<file path="src/rtl/mealy_pkg.sv">
// Shared tables for the 4-state Mealy sequence code.
// The encoder and mealy_decoder both use these functions so their tables cannot diverge.
//   mealy_next   : next tracker state from the current state and plain bit x
//   mealy_out    : encoded bit y that the encoder sends for (state, x)
//   mealy_decode : plain bit x recovered from (state, y)
package mealy_pkg;

   typedef enum logic [1:0] {
      S0 = 2'b00,
      S1 = 2'b01,
      S2 = 2'b10,
      S3 = 2'b11
   } mealy_state_e;

   function automatic mealy_state_e mealy_next(input mealy_state_e state, input logic x);
      mealy_state_e nxt;
      nxt = S0;
      unique case (state)
         S0: nxt = x ? S0 : S1;
         S1: nxt = x ? S3 : S2;
         S2: nxt = x ? S1 : S0;
         S3: nxt = x ? S2 : S3;
         default: nxt = S0;
      endcase
      return nxt;
   endfunction

   // S1 and S2 invert the bit; S0 and S3 pass it through.
   function automatic logic mealy_out(input mealy_state_e state, input logic x);
      return x ^ (state[1] ^ state[0]);
   endfunction

   // The per-state map is an XOR, so decoding is the same operation.
   function automatic logic mealy_decode(input mealy_state_e state, input logic y);
      return y ^ (state[1] ^ state[0]);
   endfunction

endpackage

</file>
<file path="src/rtl/mealy_decoder_if.sv">
// Port bundle for mealy_decoder.
//   master : stream source / word consumer (drives y_in, y_valid, resync, word_ready)
//   slave  : the decoder (drives bit_out, bit_valid, word_out, word_valid, overrun, state_dbg)
interface mealy_decoder_if #(
   parameter int unsigned WIDTH = 8
);
   logic             y_in;
   logic             y_valid;
   logic             resync;
   logic             bit_out;
   logic             bit_valid;
   logic [WIDTH-1:0] word_out;
   logic             word_valid;
   logic             word_ready;
   logic             overrun;
   logic [1:0]       state_dbg;

   modport master (
      output y_in, y_valid, resync, word_ready,
      input  bit_out, bit_valid, word_out, word_valid, overrun, state_dbg
   );

   modport slave (
      input  y_in, y_valid, resync, word_ready,
      output bit_out, bit_valid, word_out, word_valid, overrun, state_dbg
   );
endinterface

</file>
<file path="src/rtl/mealy_word_packer.sv">
// Packs recovered bits LSB-first into WIDTH-bit words behind a valid/ready output.
//   clk, rst       : clock, asynchronous active-high reset
//   bit_i          : decoded bit, consumed when bit_valid_i
//   bit_valid_i    : bit_i is valid this cycle
//   clear_i        : drop the partial word (applied before a same-cycle bit)
//   word_ready_i   : consumer accepts word_o when word_valid_o && word_ready_i
//   word_o         : last completed word
//   word_valid_o   : word_o holds an unconsumed word
//   overrun_o      : sticky, a completed word was discarded
module mealy_word_packer #(
   parameter int unsigned WIDTH = 8
) (
   input  logic             clk,
   input  logic             rst,
   input  logic             bit_i,
   input  logic             bit_valid_i,
   input  logic             clear_i,
   input  logic             word_ready_i,
   output logic [WIDTH-1:0] word_o,
   output logic             word_valid_o,
   output logic             overrun_o
);
   localparam int unsigned CNT_W = $clog2(WIDTH + 1);

   logic [WIDTH-1:0] shift_q, shift_d, shift_base, shift_new;
   logic [WIDTH-1:0] word_q, word_d;
   logic [CNT_W-1:0] count_q, count_d, count_base;
   logic             word_valid_q, word_valid_d;
   logic             overrun_q, overrun_d;

   always_comb begin
      shift_base   = clear_i ? '0 : shift_q;
      count_base   = clear_i ? '0 : count_q;
      // Bits above count are always zero, so OR-ing the new bit in is a write.
      shift_new    = shift_base | (WIDTH'(bit_i) << count_base);
      shift_d      = shift_base;
      count_d      = count_base;
      word_d       = word_q;
      word_valid_d = word_valid_q && !word_ready_i;
      overrun_d    = overrun_q;
      if (bit_valid_i) begin
         if (count_base == CNT_W'(WIDTH - 1)) begin
            shift_d = '0;
            count_d = '0;
            // Output slot is free if empty or being drained this very cycle.
            if (!word_valid_q || word_ready_i) begin
               word_d       = shift_new;
               word_valid_d = 1'b1;
            end else begin
               overrun_d = 1'b1;
            end
         end else begin
            shift_d = shift_new;
            count_d = count_base + CNT_W'(1);
         end
      end
   end

   always_ff @(posedge clk or posedge rst) begin
      if (rst) begin
         shift_q      <= '0;
         count_q      <= '0;
         word_q       <= '0;
         word_valid_q <= 1'b0;
         overrun_q    <= 1'b0;
      end else begin
         shift_q      <= shift_d;
         count_q      <= count_d;
         word_q       <= word_d;
         word_valid_q <= word_valid_d;
         overrun_q    <= overrun_d;
      end
   end

   assign word_o       = word_q;
   assign word_valid_o = word_valid_q;
   assign overrun_o    = overrun_q;

endmodule

</file>
<file path="src/rtl/mealy_decoder.sv">
// Receive-side inverse of the 4-state Mealy sequence encoder.
// Tracks the encoder state from the y stream, recovers x, emits it as a registered
// bit pulse and packs it into words via mealy_word_packer.
//   clk, rst : clock, asynchronous active-high reset
//   bus      : mealy_decoder_if.slave (y_in/y_valid/resync in, bit/word/overrun/state_dbg out)
module mealy_decoder
   import mealy_pkg::*;
#(
   parameter int unsigned WIDTH = 8
) (
   input logic            clk,
   input logic            rst,
   mealy_decoder_if.slave bus
);
   mealy_state_e     state_q, state_d, state_base;
   logic             bit_out_q, bit_out_d;
   logic             bit_valid_q, bit_valid_d;
   logic             x_dec;
   logic [WIDTH-1:0] word;
   logic             word_valid;
   logic             overrun;

   // Resync takes effect before a same-cycle bit, so that bit is decoded from S0.
   always_comb begin
      state_base  = bus.resync ? S0 : state_q;
      x_dec       = mealy_decode(state_base, bus.y_in);
      state_d     = state_base;
      bit_out_d   = bit_out_q;
      bit_valid_d = 1'b0;
      if (bus.y_valid) begin
         state_d     = mealy_next(state_base, x_dec);
         bit_out_d   = x_dec;
         bit_valid_d = 1'b1;
      end
   end

   always_ff @(posedge clk or posedge rst) begin
      if (rst) begin
         state_q     <= S0;
         bit_out_q   <= 1'b0;
         bit_valid_q <= 1'b0;
      end else begin
         state_q     <= state_d;
         bit_out_q   <= bit_out_d;
         bit_valid_q <= bit_valid_d;
      end
   end

   mealy_word_packer #(
      .WIDTH (WIDTH)
   ) u_packer (
      .clk          (clk),
      .rst          (rst),
      .bit_i        (x_dec),
      .bit_valid_i  (bus.y_valid),
      .clear_i      (bus.resync),
      .word_ready_i (bus.word_ready),
      .word_o       (word),
      .word_valid_o (word_valid),
      .overrun_o    (overrun)
   );

   assign bus.bit_out    = bit_out_q;
   assign bus.bit_valid  = bit_valid_q;
   assign bus.word_out   = word;
   assign bus.word_valid = word_valid;
   assign bus.overrun    = overrun;
   assign bus.state_dbg  = state_q;

endmodule

</file>
<file path="src/flat_wrapper.sv">
// flat-port wrapper written by rule: the top's interface ports become plain ports
module mealy_decoder_flat import mealy_pkg::*;
#(
   parameter int unsigned WIDTH = 8
)
  (clk, rst, bus_y_in, bus_y_valid, bus_resync, bus_word_ready, bus_bit_out, bus_bit_valid, bus_word_out, bus_word_valid, bus_overrun, bus_state_dbg);
  mealy_decoder_if #(.WIDTH(WIDTH)) bus_i ();
  input logic clk;
  input logic rst;
  input wire logic [$bits(bus_i.y_in)-1:0] bus_y_in;
  input wire logic [$bits(bus_i.y_valid)-1:0] bus_y_valid;
  input wire logic [$bits(bus_i.resync)-1:0] bus_resync;
  input wire logic [$bits(bus_i.word_ready)-1:0] bus_word_ready;
  output wire logic [$bits(bus_i.bit_out)-1:0] bus_bit_out;
  output wire logic [$bits(bus_i.bit_valid)-1:0] bus_bit_valid;
  output wire logic [$bits(bus_i.word_out)-1:0] bus_word_out;
  output wire logic [$bits(bus_i.word_valid)-1:0] bus_word_valid;
  output wire logic [$bits(bus_i.overrun)-1:0] bus_overrun;
  output wire logic [$bits(bus_i.state_dbg)-1:0] bus_state_dbg;
  assign bus_i.y_in = bus_y_in;
  assign bus_i.y_valid = bus_y_valid;
  assign bus_i.resync = bus_resync;
  assign bus_i.word_ready = bus_word_ready;
  assign bus_bit_out = bus_i.bit_out;
  assign bus_bit_valid = bus_i.bit_valid;
  assign bus_word_out = bus_i.word_out;
  assign bus_word_valid = bus_i.word_valid;
  assign bus_overrun = bus_i.overrun;
  assign bus_state_dbg = bus_i.state_dbg;
  mealy_decoder #(.WIDTH(WIDTH)) u_core (.clk(clk), .rst(rst), .bus(bus_i));
endmodule
</file>
<file path="config.mk">
export PLATFORM = sky130hd
export DESIGN_NAME = mealy_decoder_flat
export DESIGN_NICKNAME = d
export VERILOG_FILES = /design/src/rtl/mealy_pkg.sv /design/src/rtl/mealy_decoder_if.sv /design/src/rtl/mealy_word_packer.sv /design/src/rtl/mealy_decoder.sv /design/src/flat_wrapper.sv
export SDC_FILE = /design/constraint.sdc
export NUM_CORES = 1
export LEC_CHECK = 0
export CAP_MARGIN = 0
export CELL_PAD_IN_SITES_DETAIL_PLACEMENT = 1
export CELL_PAD_IN_SITES_GLOBAL_PLACEMENT = 1
export CORE_MARGIN = 3
export CORE_UTILIZATION = 35
export CTS_CLUSTER_SIZE = 25
export DETAILED_ROUTE_END_ITERATION = 12
export PLACE_DENSITY_LB_ADDON = 0.1
export SETUP_SLACK_MARGIN = 0.1
export SYNTH_ARGS = -nofsm -noshare
export SYNTH_HDL_FRONTEND = slang
export SYNTH_SLANG_ARGS = --single-unit
export TNS_END_PERCENT = 50
</file>
<file path="constraint.sdc">
create_clock -name clk -period 1.95 [get_ports clk]
set_clock_uncertainty 0.1 [all_clocks]
set_input_delay 0.39 -clock clk [delete_from_list [all_inputs] [get_ports clk]]
set_output_delay 0.39 -clock clk [all_outputs]
set_load 0.02 [all_outputs]
</file>
==> impl_metrics.py <==
metrics = {
    "outcome": {
        "outcome": "finished, final reports clean",
    },
    "power": {
        "total_power_uw": 1010,
        "p_leak_uw": 0.000757,
        "p_comb_share_pct": 15.2,
        "p_clk_share_pct": 27.9,
        "share_seq_of_total_power_pct": 56.9,
        "switching_share_pct": 26.1,
        "irDropWorstVdd_mv": 0.478,
        "p_per_area_nw_per_um2": 643,
        "p_switching_uw": 265,
        "internal-power_uw": 750,
    },
    "grt": {
        "grt_pass1_vias": 1002,
        "gr-total-overflow": 0,
        "antenna_found_initial": 0,
        "grt.total_usage_pct": 15.6,
        "grt_pass1_wl_um": 5000,
        "grt_max_degree": 27,
    },
    "setup_path": {
        "timing.rr.end": "u_core.u_packer.shift_q[5]",
        "cp.required_ns": 1.46,
        "end_kind": "output pin",
        "slowest_stage": "clkdlybuf4s50_1",
        "r2r-start": "u_core.u_packer.count_q[0]",
        "reg2reg_depth": 7,
        "slowest_delay_ns": 0.60,
        "crit_fanout": 2,
        "cp.arrival_ns": 1.31,
        "critPathTopFamily": "buffers and inverters",
        "cp-startpoint": "u_core.u_packer.word_o[5]",
        "worst-setup-path-type": "flop to output pin",
        "path_buf_inv": 1,
        "cp-start-kind": "flop",
        "crit_chain": "clkdlybuf4s50_1",
        "reg2reg_slack_ns": 0.24,
        "crit_path_end": "bus_word_out[5]",
        "path_depth": 1,
    },
    "place": {
        "pre_cts_ws_ns": -0.234,
        "place.gp.congestion": 0.773,
        "dp.cells": 189,
        "dp_hpwl_um": 2080,
        "io_buffer_count": 19,
    },
    "timing": {
        "worst_slack_ns": 0.148,
        "rsz0062_at_grt": "yes",
        "maxSlewHeadroom_pct": 77.5,
        "min_period_ns": 1.80,
        "hold_viol": 0,
        "tns_ns": 0,
        "setup_viol": 0,
        "tightestPinTransition_ns": 0.338,
        "period_share_pct": 92.4,
        "fmax_mhz": 555,
        "drv_slew": 0,
    },
    "routing": {
        "drt-met1-wl_um": 1350,
        "routed.top_layer": "met4",
        "wl_met2_um": 1310,
        "drcViolationCount": 0,
        "drtAntennaViolNets": 0,
        "first_iter_violations": 34,
        "wl_per_cell_um": 14.4,
        "dr.pass1.iters": 3,
        "routed_wirelength_um": 2780,
        "vias_per_cell": 4.79,
        "met3_length_um": 81,
        "vias": 924,
    },
    "floorplan": {
        "fp.dieArea_um2": 4160,
        "start_util_pct": 37.9,
        "die_w_um": 64.5,
        "io_pins": 20,
        "coreArea_um2": 3150,
        "rows": 20,
        "die_y_um": 64.5,
    },
    "clock_tree": {
        "cts_buffers": 3,
        "ctsHoldBuffers": 0,
        "clock-sinks": 26,
        "ctsLongestPathBuffers": 2,
        "clkTransAtPathRegs_ns": 0.15,
        "h-tree-depth": 1,
        "cts-root-buf": "clkbuf_4",
        "cts_tree": "done",
        "clk_latency_ns": 0.33,
    },
    "worst_hold_path": {
        "min_path_type": "input pin to asynchronous set/reset pin",
    },
    "finish": {
        "area_growth_pct": 31.9,
        "final_cell_mix": "dfrtp_1, clkdlybuf4s50_1, buf_4, nand2_1, a21oi_1",
        "n_antenna_cell": 0,
        "final_nets": 157,
        "final_cells": 193,
        "final_common_cell": "dfrtp_1",
        "layout-drive-gt1-share_pct": 18.8,
    },
    "synth": {
        "ys_ff_latch": 26,
        "yosysWarnings": 0,
        "syn_avg_cell_area_um2": 10.4,
        "syn_nets": 122,
        "ys_types": 34,
        "synthesis.area_um2": 1200,
        "ys_seq_area_share_pct": 54.4,
        "synth_cells": 115,
    },
    "flow_run": {
        "maxCapViolations": 0,
    },
}
[power groups by stage]
stage	Combinational (µW)	Sequential, µW	Clock [µW]
floorplan	77.5	592	0
global placement	150	587	0
detailed placement	155	588	0
CTS	155	577	290
global route	170	582	307
finish	154	578	283
[final cells by class]
cell class,instances,area (µm²)
well taps,44,55.1
clock buffers,4,36.3
flip-flops and latches,26,652
inverters,5,18.8
fillers,377,1580
multi-input cells,79,502
repair buffers,35,314
[through the flow]
stage / util (%) / hold WS, ns / cell area (µm²)
after global placement: 48.7 / 0.362 / 1540
after CTS: 49.8 / 0.306 / 1570
after floorplan: - / 0.321 / 1200
final: 50.0 / 0.297 / 1580
after global routing: 50.0 / 0.323 / 1580
after detailed placement: 48.7 / 0.365 / 1540
[how the worst min path moves through the flow]
stage / to / depth (start not counted) / from
2_1_floorplan: u_core.bus.bit_valid / 0 / bus_y_valid
3_3_place_gp: u_core.u_packer.overrun_o / 1 / u_core.u_packer.overrun_o
3_5_place_dp: u_core.u_packer.overrun_o / 1 / u_core.u_packer.overrun_o
4_1_cts: u_core.bus.bit_out / 3 / rst
5_1_grt: u_core.bus.bit_out / 3 / rst
6_report: u_core.bus.bit_out / 3 / rst
[kinds of logic (layout without fill, tap and decap cells)]
logic type / after synthesis / after routing / share of synthesized area, %
buffers and inverters: 10 / 44 / 3.66
DFF: 26 / 26 / 54.4
AOI/OAI and AO/OA: 25 / 25 / 13.4
xor gates and xnor gates: 5 / 5 / 4.92
adders and majority gates: 1 / 1 / 1.05
muxes: 3 / 3 / 2.72
and+or+nand+nor: 45 / 45 / 19.9
[Yosys cell counts]
cell,n,area (µm²)
a21oi_1,10,50.1
a22o_1,1,8.76
a2bb2oi_1,1,8.76
a41oi_1,1,8.76
and2_1,2,12.5
and4bb_1,1,12.5
buf_2,2,10.0
buf_4,1,7.51
clkbuf_1,2,7.51
dfrtp_1,26,651
ha_1,1,12.5
inv_1,5,18.8
mux2_2,2,22.5
mux2i_1,1,10.0
nand2_1,12,45.0
nand2b_1,6,37.5
nand3_1,1,5.00
nand4_1,1,6.26
nor2_1,9,33.8
nor2b_1,5,31.3
nor3_1,3,15.0
nor3b_1,1,7.51
o211ai_2,1,12.5
o21ai_0,3,15.0
o21ai_1,2,10.0
o21bai_1,2,15.0
o22ai_1,3,18.8
o22ai_2,1,12.5
or2_2,1,6.26
or2b_1,1,7.51
or3_1,1,6.26
or3_4,1,11.3
xnor2_1,4,35.0
xnor3_2,1,23.8
[routing by layer]
| layer | global-route usage, % | up-vias |
|---|---|---|
| li1 | - | 456 |
| met1 | 20.3 | 452 |
| met2 | 25.5 | 11 |
| met3 | 3.99 | 5 |
| met4 | 4.75 | 0 |
| met5 | 0 | - |
[timing repair]
item | CTS | global route
endpoints found under the setup margin | 2 | 21
resized for setup | 1 | 3
hold endpoints to repair | 0 | 0
cloned | 0 | 0
setup buffers | 0 | 0
[registers in the layout, indices dropped and copies added, names as in the netlist]
signal                        cells
u_core.u_packer.word_valid_o      1
u_core.bus.state_dbg              2
u_core.bus.bit_out                1
u_core.bus.bit_valid              1
u_core.u_packer.word_o            8
u_core.u_packer.shift_q           8
u_core.u_packer.count_q           4
u_core.u_packer.overrun_o         1
(Power assumes the default switching activity.)
